**src/rtl/fir_pkg.sv**
```systemverilog
// rtl/fir_pkg.sv - shared FIR width constants
package fir_pkg;
  localparam int FIR_DATA_W   = 16;
  localparam int FIR_SAMPLE_W = 8;
endpackage

```
**src/rtl/fir_out_buffer_if.sv**
```systemverilog
// rtl/fir_out_buffer_if.sv - valid/ready result stream leaving the FIR output buffer
interface fir_out_buffer_if #(
  parameter int OUT_W = fir_pkg::FIR_SAMPLE_W
);
  logic [OUT_W-1:0] m_data;
  logic             m_valid;
  logic             m_ready;

  modport master (output m_data, output m_valid, input m_ready);
  modport slave  (input m_data, input m_valid, output m_ready);
endinterface

```
**src/rtl/fir_out_scale.sv**
```systemverilog
// rtl/fir_out_scale.sv - round, right-shift and saturate a FIR result
module fir_out_scale
  import fir_pkg::*;
#(
  parameter int IN_W  = FIR_DATA_W,
  parameter int OUT_W = FIR_SAMPLE_W,
  parameter int SHIFT = 2
) (
  input  logic [IN_W-1:0]  i_data,
  output logic [OUT_W-1:0] o_data
);
  // Half-LSB rounding constant; zero when no shift is applied.
  localparam int RND_POS = (SHIFT > 0) ? SHIFT - 1 : 0;
  localparam logic [IN_W:0] RND = (SHIFT > 0) ? ((IN_W + 1)'(1) << RND_POS) : '0;
  localparam logic [IN_W:0] MAX_OUT = (IN_W + 1)'((64'(1) << OUT_W) - 64'(1));

  logic [IN_W:0] w_t;
  logic [IN_W:0] w_s;

  // One extra bit keeps the rounding carry from wrapping before the shift.
  always_comb begin
    w_t = {1'b0, i_data} + RND;
    w_s = w_t >> SHIFT;
    o_data = (w_s > MAX_OUT) ? {OUT_W{1'b1}} : w_s[OUT_W-1:0];
  end
endmodule

```
**src/rtl/fir_out_buffer.sv**
```systemverilog
// rtl/fir_out_buffer.sv - scale FIR results into a small FIFO with sticky status flags
module fir_out_buffer
  import fir_pkg::*;
#(
  parameter int IN_W  = FIR_DATA_W,
  parameter int OUT_W = FIR_SAMPLE_W,
  parameter int SHIFT = 2,
  parameter int DEPTH = 4
) (
  input  logic                       clk,
  input  logic                       reset,
  input  logic [IN_W-1:0]            fir_data,
  input  logic                       fir_out_enable,
  input  logic                       fir_error,
  input  logic                       clear_flags,
  fir_out_buffer_if.master           m_if,
  output logic [$clog2(DEPTH):0]     level,
  output logic                       overflow,
  output logic                       fir_error_latched
);
  localparam int AW = $clog2(DEPTH);
  localparam int LW = AW + 1;

  logic [OUT_W-1:0] r_mem [DEPTH];
  logic [AW-1:0]    r_wr_ptr;
  logic [AW-1:0]    r_rd_ptr;
  logic [LW-1:0]    r_level;
  logic             r_overflow;
  logic             r_err;

  logic [OUT_W-1:0] w_scaled;
  logic             w_full;
  logic             w_empty;
  logic             w_pop;
  logic             w_push;
  logic             w_drop;

  fir_out_scale #(
    .IN_W  (IN_W),
    .OUT_W (OUT_W),
    .SHIFT (SHIFT)
  ) u_scale (
    .i_data (fir_data),
    .o_data (w_scaled)
  );

  // A full FIFO still accepts a write when the head leaves on the same edge.
  always_comb begin
    w_full  = (r_level == LW'(DEPTH));
    w_empty = (r_level == '0);
    w_pop   = !w_empty && m_if.m_ready;
    w_push  = fir_out_enable && (!w_full || w_pop);
    w_drop  = fir_out_enable && w_full && !w_pop;
  end

  // Pointers and occupancy; pointers wrap naturally at DEPTH.
  always_ff @(posedge clk) begin
    if (reset) begin
      r_wr_ptr <= '0;
      r_rd_ptr <= '0;
      r_level  <= '0;
    end else begin
      if (w_push) r_wr_ptr <= r_wr_ptr + 1'b1;
      if (w_pop)  r_rd_ptr <= r_rd_ptr + 1'b1;
      if (w_push && !w_pop)      r_level <= r_level + 1'b1;
      else if (w_pop && !w_push) r_level <= r_level - 1'b1;
    end
  end

  // Storage carries no reset; reset only rewinds the pointers.
  always_ff @(posedge clk) begin
    if (!reset && w_push) r_mem[r_wr_ptr] <= w_scaled;
  end

  // Sticky flags: a set event outranks a same-cycle clear.
  always_ff @(posedge clk) begin
    if (reset) begin
      r_overflow <= 1'b0;
      r_err      <= 1'b0;
    end else begin
      r_overflow <= w_drop || (r_overflow && !clear_flags);
      r_err      <= fir_error || (r_err && !clear_flags);
    end
  end

  // Head-of-FIFO presentation; no bypass, so data appears one edge after the write.
  always_comb begin
    m_if.m_data       = r_mem[r_rd_ptr];
    m_if.m_valid      = !w_empty;
    level             = r_level;
    overflow          = r_overflow;
    fir_error_latched = r_err;
  end
endmodule

```
**src/flat_wrapper.sv**
```systemverilog
// flat-port wrapper written by rule: the top's interface ports become plain ports
module fir_out_buffer_flat import fir_pkg::*;
#(
  parameter int IN_W  = FIR_DATA_W,
  parameter int OUT_W = FIR_SAMPLE_W,
  parameter int SHIFT = 2,
  parameter int DEPTH = 4
)
  (clk, reset, fir_data, fir_out_enable, fir_error, clear_flags, level, overflow, fir_error_latched, m_if_m_data, m_if_m_valid, m_if_m_ready);
  fir_out_buffer_if #(.OUT_W(OUT_W)) m_if_i ();
  input  logic clk;
  input  logic reset;
  input  logic [IN_W-1:0] fir_data;
  input  logic fir_out_enable;
  input  logic fir_error;
  input  logic clear_flags;
  output logic [$clog2(DEPTH):0] level;
  output logic overflow;
  output logic fir_error_latched;
  output wire logic [$bits(m_if_i.m_data)-1:0] m_if_m_data;
  output wire logic [$bits(m_if_i.m_valid)-1:0] m_if_m_valid;
  input wire logic [$bits(m_if_i.m_ready)-1:0] m_if_m_ready;
  assign m_if_m_data = m_if_i.m_data;
  assign m_if_m_valid = m_if_i.m_valid;
  assign m_if_i.m_ready = m_if_m_ready;
  fir_out_buffer #(.IN_W(IN_W), .OUT_W(OUT_W), .SHIFT(SHIFT), .DEPTH(DEPTH)) u_core (.clk(clk), .reset(reset), .fir_data(fir_data), .fir_out_enable(fir_out_enable), .fir_error(fir_error), .clear_flags(clear_flags), .m_if(m_if_i), .level(level), .overflow(overflow), .fir_error_latched(fir_error_latched));
endmodule
```
**config.mk**
```make
export PLATFORM = sky130hd
export DESIGN_NAME = fir_out_buffer_flat
export DESIGN_NICKNAME = d
export VERILOG_FILES = /design/src/rtl/fir_pkg.sv /design/src/rtl/fir_out_buffer_if.sv /design/src/rtl/fir_out_scale.sv /design/src/rtl/fir_out_buffer.sv /design/src/flat_wrapper.sv
export SDC_FILE = /design/constraint.sdc
export NUM_CORES = 1
export LEC_CHECK = 0
export CAP_MARGIN = 20
export CORE_MARGIN = 3
export CORE_UTILIZATION = 50
export CTS_BUF_LIST = sky130_fd_sc_hd__clkbuf_4
export DETAILED_ROUTE_END_ITERATION = 16
export PLACE_DENSITY = 0.74
export SLEW_MARGIN = 30
export SYNTH_ARGS = -nofsm -noshare
export SYNTH_HDL_FRONTEND = slang
export SYNTH_SLANG_ARGS = --single-unit
```
**constraint.sdc**
```tcl
create_clock -name clk -period 5.22 [get_ports clk]
set_clock_uncertainty 0.1 [all_clocks]
set_input_delay 0.522 -clock clk [delete_from_list [all_inputs] [get_ports clk]]
set_output_delay 0.522 -clock clk [all_outputs]
set_load 0.005 [all_outputs]
```
Word level (Yosys, flattened, before mapping):

Memories as Yosys holds them, arrays and structs flattened. A register that Yosys moved wholly into a read port is not among the register bits.
Cells that the tools add are included.

* mux-type cells: 7
* $add $sub $neg: 5
* reduce and logical (&&, ||, !) cells: 20
* order comparisons: 1
* equal/unequal tests: 1

Operators by type and width (number)
* $add 16x2->17 const B: 1
* $gt 15x8->1 const B: 1
* $logic_and 1x1->1: 9
* $mux 8: 1
* $logic_not 1->1: 6
* $mux 3: 2
* $add 2x1->2 const B: 2
* $mux 2: 2
* $add 3x1->3 const B: 1
* $eq 3x3->1 const B: 1
* $logic_not 3->1: 1
* $logic_or 1x1->1: 3
* $sub 3x1->3 const B: 1
* $mux 1: 2
* $reduce_bool 2->1: 1

* logic and storage cells: 40
* flip-flop bits (word level): 9
* memories kept: 1
* output and inout port bits: 14
* bits in writable memories: 32
* input port bits: 22

Memory list
* u_core.r_mem: words 4, width 8, rd ports 1, clocked after Yosys merged registers in 1, write ports 1, line fir_out_buffer.sv:24 `logic [OUT_W-1:0] r_mem [DEPTH];`

Logic depth before layout (Yosys ltp):

* depth in word-level cells: 9
* mapped depth: 9
* gate-level depth less buffers: 9

By module:

Synthesis repeated with hierarchy kept, for this count alone.

* cell total of the unflattened synthesis: 144
* area, all modules: 2008.2 um^2

By module, submodules not included
* fir_out_buffer: cells each 97, instances 1, area each 1702.9 um^2
* fir_out_scale: cells each 47, instances 1, area each 305.3 um^2

Worst setup path after synthesis:

Ideal clock, no wire load.

* kind: register to register
* start point: register u_core.r_level[0] (netlist: u_core.level[0])
* end point: register u_core.r_level[2] (netlist: u_core.level[2])
* path buffers: 0
* stages on the path, launching flop included: 9
* library setup time: 71 ps
* required time: 5049 ps
* slack: 3001 ps
* arrival time: 2048 ps
* path through: dfxtp_1 -> or3_1 -> nand2_1 -> ha_1 -> inv_1 -> fa_1 -> xor2_1 -> or3_1 -> a21oi_1

* cells in the longest elaborated chain, start to end: 8
* elaborated cells between the ends (all ways): 16

Ends and longest elaborated chain
* start: declaration: line fir_out_buffer.sv:27 `logic [LW-1:0] r_level;`
* start signal: assignment: line fir_out_buffer.sv:65 `if (w_push && !w_pop) r_level <= r_level + 1'b1;`
* start signal: assignment: line fir_out_buffer.sv:66 `else if (w_pop && !w_push) r_level <= r_level - 1'b1;`
* $logic_not 3->1 (*): line fir_out_buffer.sv:50 `w_empty = (r_level == '0);`
* $logic_not 1->1 (*)
* net m_if_m_valid: line flat_wrapper.sv:21 `output wire logic [$bits(m_if_i.m_valid)-1:0] m_if_m_valid;`
* $logic_and 1x1->1 (*): line fir_out_buffer.sv:51 `w_pop = !w_empty && m_if.m_ready;`
* $logic_or 1x1->1: line fir_out_buffer.sv:52 `w_push = fir_out_enable && (!w_full || w_pop);`
* $logic_and 1x1->1: line fir_out_buffer.sv:52
* $logic_not 1->1: line fir_out_buffer.sv:66
* $logic_and 1x1->1: line fir_out_buffer.sv:66
* $reduce_bool 2->1 (no line)

The timed path passes the listed nets; every way through them passes the cells marked *. The select of a mux whose other input is x is not followed.
A chain may end at the register's enable or synchronous reset.

==> metrics.cfg <==
[pwr]
p_leak_nw=0.814
peakVddDrop_mv=0.213
total_power_uw=808
p_per_area_nw_per_um2=328

[clocking]
path_clk_slew_ns=0.11
root_buffer=clkbuf_4
cts.sinks=43
clockBufferDepth=2
post_cts_resize_count=0
cts_setup_buffers=0
cts_tree=built
cts_buffers=5
ctsHtreeMaxLevel=2
clock_latency_ns=0.32
cts-hold-fix-buffers=0

[finish]
fillCellCount=279
final_util_pct=65.4
drive_above_1_share_pct=10.9
layout.nets=220
insertedDiodeCount=0
area_growth_pct=21.8
stdcell_area_um2=2460
layout_common_cells=clkdlybuf4s50_1 (34), edfxtp_1 (32), nor2_1 (21), nand2_1 (13), dfxtp_1 (11)
final_common_cell=clkdlybuf4s50_1

[logic_synthesis]
ys_seq_area_share_pct=58.4
syn_inst=153
ys_types=32
synth.avg_cell_area_um2=13.2
yosys_register_bits=43
synth_area_um2=2020
syn_nets=182
yosys_warnings=0

[timing]
clock.fmax_mhz=377
layout_setup_ws_ns=2.57
slew_violations=0
tns_ns=0
setup_violations=0
relSlewSlack_pct=65.4
tightest_slew_ns=0.518
hold_viol_final=0
finalCriticalPeriod_ns=2.65
min_period_over_period_pct=50.8
rsz0062_at_grt=false

[worst_setup_path]
crit_fanout=8
slowest_delay_ns=0.66
arrival_ns=2.03
critical_path_class=reg2out
worstPathRequired_ns=4.60
crit_path_cell_trace=mux4_2 > clkdlybuf4s50_1
crit_path_end_kind=primary output
cp_slowest_cell=dfxtp_1
crit_path_start_kind=flop

[placed_design]
gp_congestion=0.805
pre_cts_slack_ns=2.20
portBuffers=34
dp_hpwl_um=2650
place_area_um2=2410

[global_routing]
grt-ovfl-total=0
antenna_found_initial=0
grt_pass1_wl_um=6000
grt.total_usage_pct=15.7
first_global_vias=1301
grt_max_degree=14

[detailed_routing]
wire_per_inst_um=14.3
post-route-drc-count=0
avgViaCountPerCell=5.33
totalWireLength_um=3430
first_pass_iters=4
first_iter_violations=57
via_count=1278
postRouteAntennaNets=0

[floorplan]
die_h_um=69.6
num_rows=22
core_um2=3770
dieArea_um2=4850
die_x_um=69.6
ioPinCount=36
initial_core_util_pct=53.6

[job]
maxCapViolations=0

[status]
status=finished clean

[min_path]
holdCritPathClass=reg2reg

-- logic make-up after synthesis --
| group | synth area share, % |
|---|---|
| and+or+nand+nor | 15.0 |
| DFF | 58.4 |
| xor gates and xnor gates | 6.49 |
| buffers and inverters | 2.10 |
| muxes | 10.6 |
| AOI/OAI and AO/OA | 2.66 |
| adders and majority gates | 4.70 |
-- state kept, by name, summed over array words and instances, names as in the netlist, named ones only --
name,cells
u_core.overflow,1
u_core.level,3
u_core.r_mem,32
u_core.r_wr_ptr,2
u_core.fir_error_latched,1
u_core.r_rd_ptr,2
-- metal layers --
metal / vias to the layer above / GRT usage (%) / part of all wire, %
met5: - / 0 / 0
met4: 0 / 6.38 / 0.90
met3: 4 / 4.20 / 4.5
met2: 46 / 24.9 / 50
met1: 597 / 20.6 / 45
li1: 631 / - / -
-- synth_stat cells (all sizes together) --
cell type	count	area share, %
mux2i	2	0.99
nand4	3	1.7
clkbuf	1	0.19
dfxtp	11	11
nand2	13	2.4
o31a	1	0.43
a22oi	1	0.37
buf	2	0.43
ha	6	3.7
or3	2	0.62
inv	8	1.5
nor4	3	1.7
a31oi	1	0.62
fa	1	0.99
nor3	4	0.99
a21oi	3	0.74
mux4	8	8.9
nor2	21	3.9
nor4b	1	0.43
nand3	5	1.5
xor2	10	4.3
o21ai	2	0.49
edfxtp	32	47
or2	1	0.31
xnor2	5	2.2
mux2	1	0.74
nand2b	1	0.31
and2	4	1.2
-- final timing paths --
check	startpoint	slack (ns)	endpoint	cells after the start
worst max register to register	u_core.level[0]	2.89	u_core.level[2]	8
worst max-delay path	flop	2.57	m_if_m_data[1]	2
worst min register to register	u_core.fir_error_latched	0.41	u_core.fir_error_latched	2
worst min-delay path	u_core.fir_error_latched	0.41	u_core.fir_error_latched	2
-- worst max-delay path: cells and delay by family (launching register included) --
family	cells	cell delay, ns
buf+inv	1	0.46
mux	1	0.58
flops	1	0.66
-- metrics by stage --
step / std cells / hold slack [ns]
floorplan: 153 / 0.379
global placement: 232 / 0.375
detailed placement: 232 / 0.402
CTS: 240 / 0.423
global route: 240 / 0.456
finish: 240 / 0.415
-- power breakdown --
group	switching (mW)	internal, mW
clock network	0.0910	0.0559
logic	0.0883	0.137
registers	0.0409	0.394
-- cell type report --
class	count	area, um^2	share of cell area [%]
clock buffer	6	45.0	1.83
timing repair buffer	34	340	13.8
clock inverter	2	8.76	0.355
inverter	8	30.0	1.22
tap	48	60.1	2.44
multi-input combinational	99	800	32.4
sequential	43	1180	47.9
(Power assumes the default switching activity.)
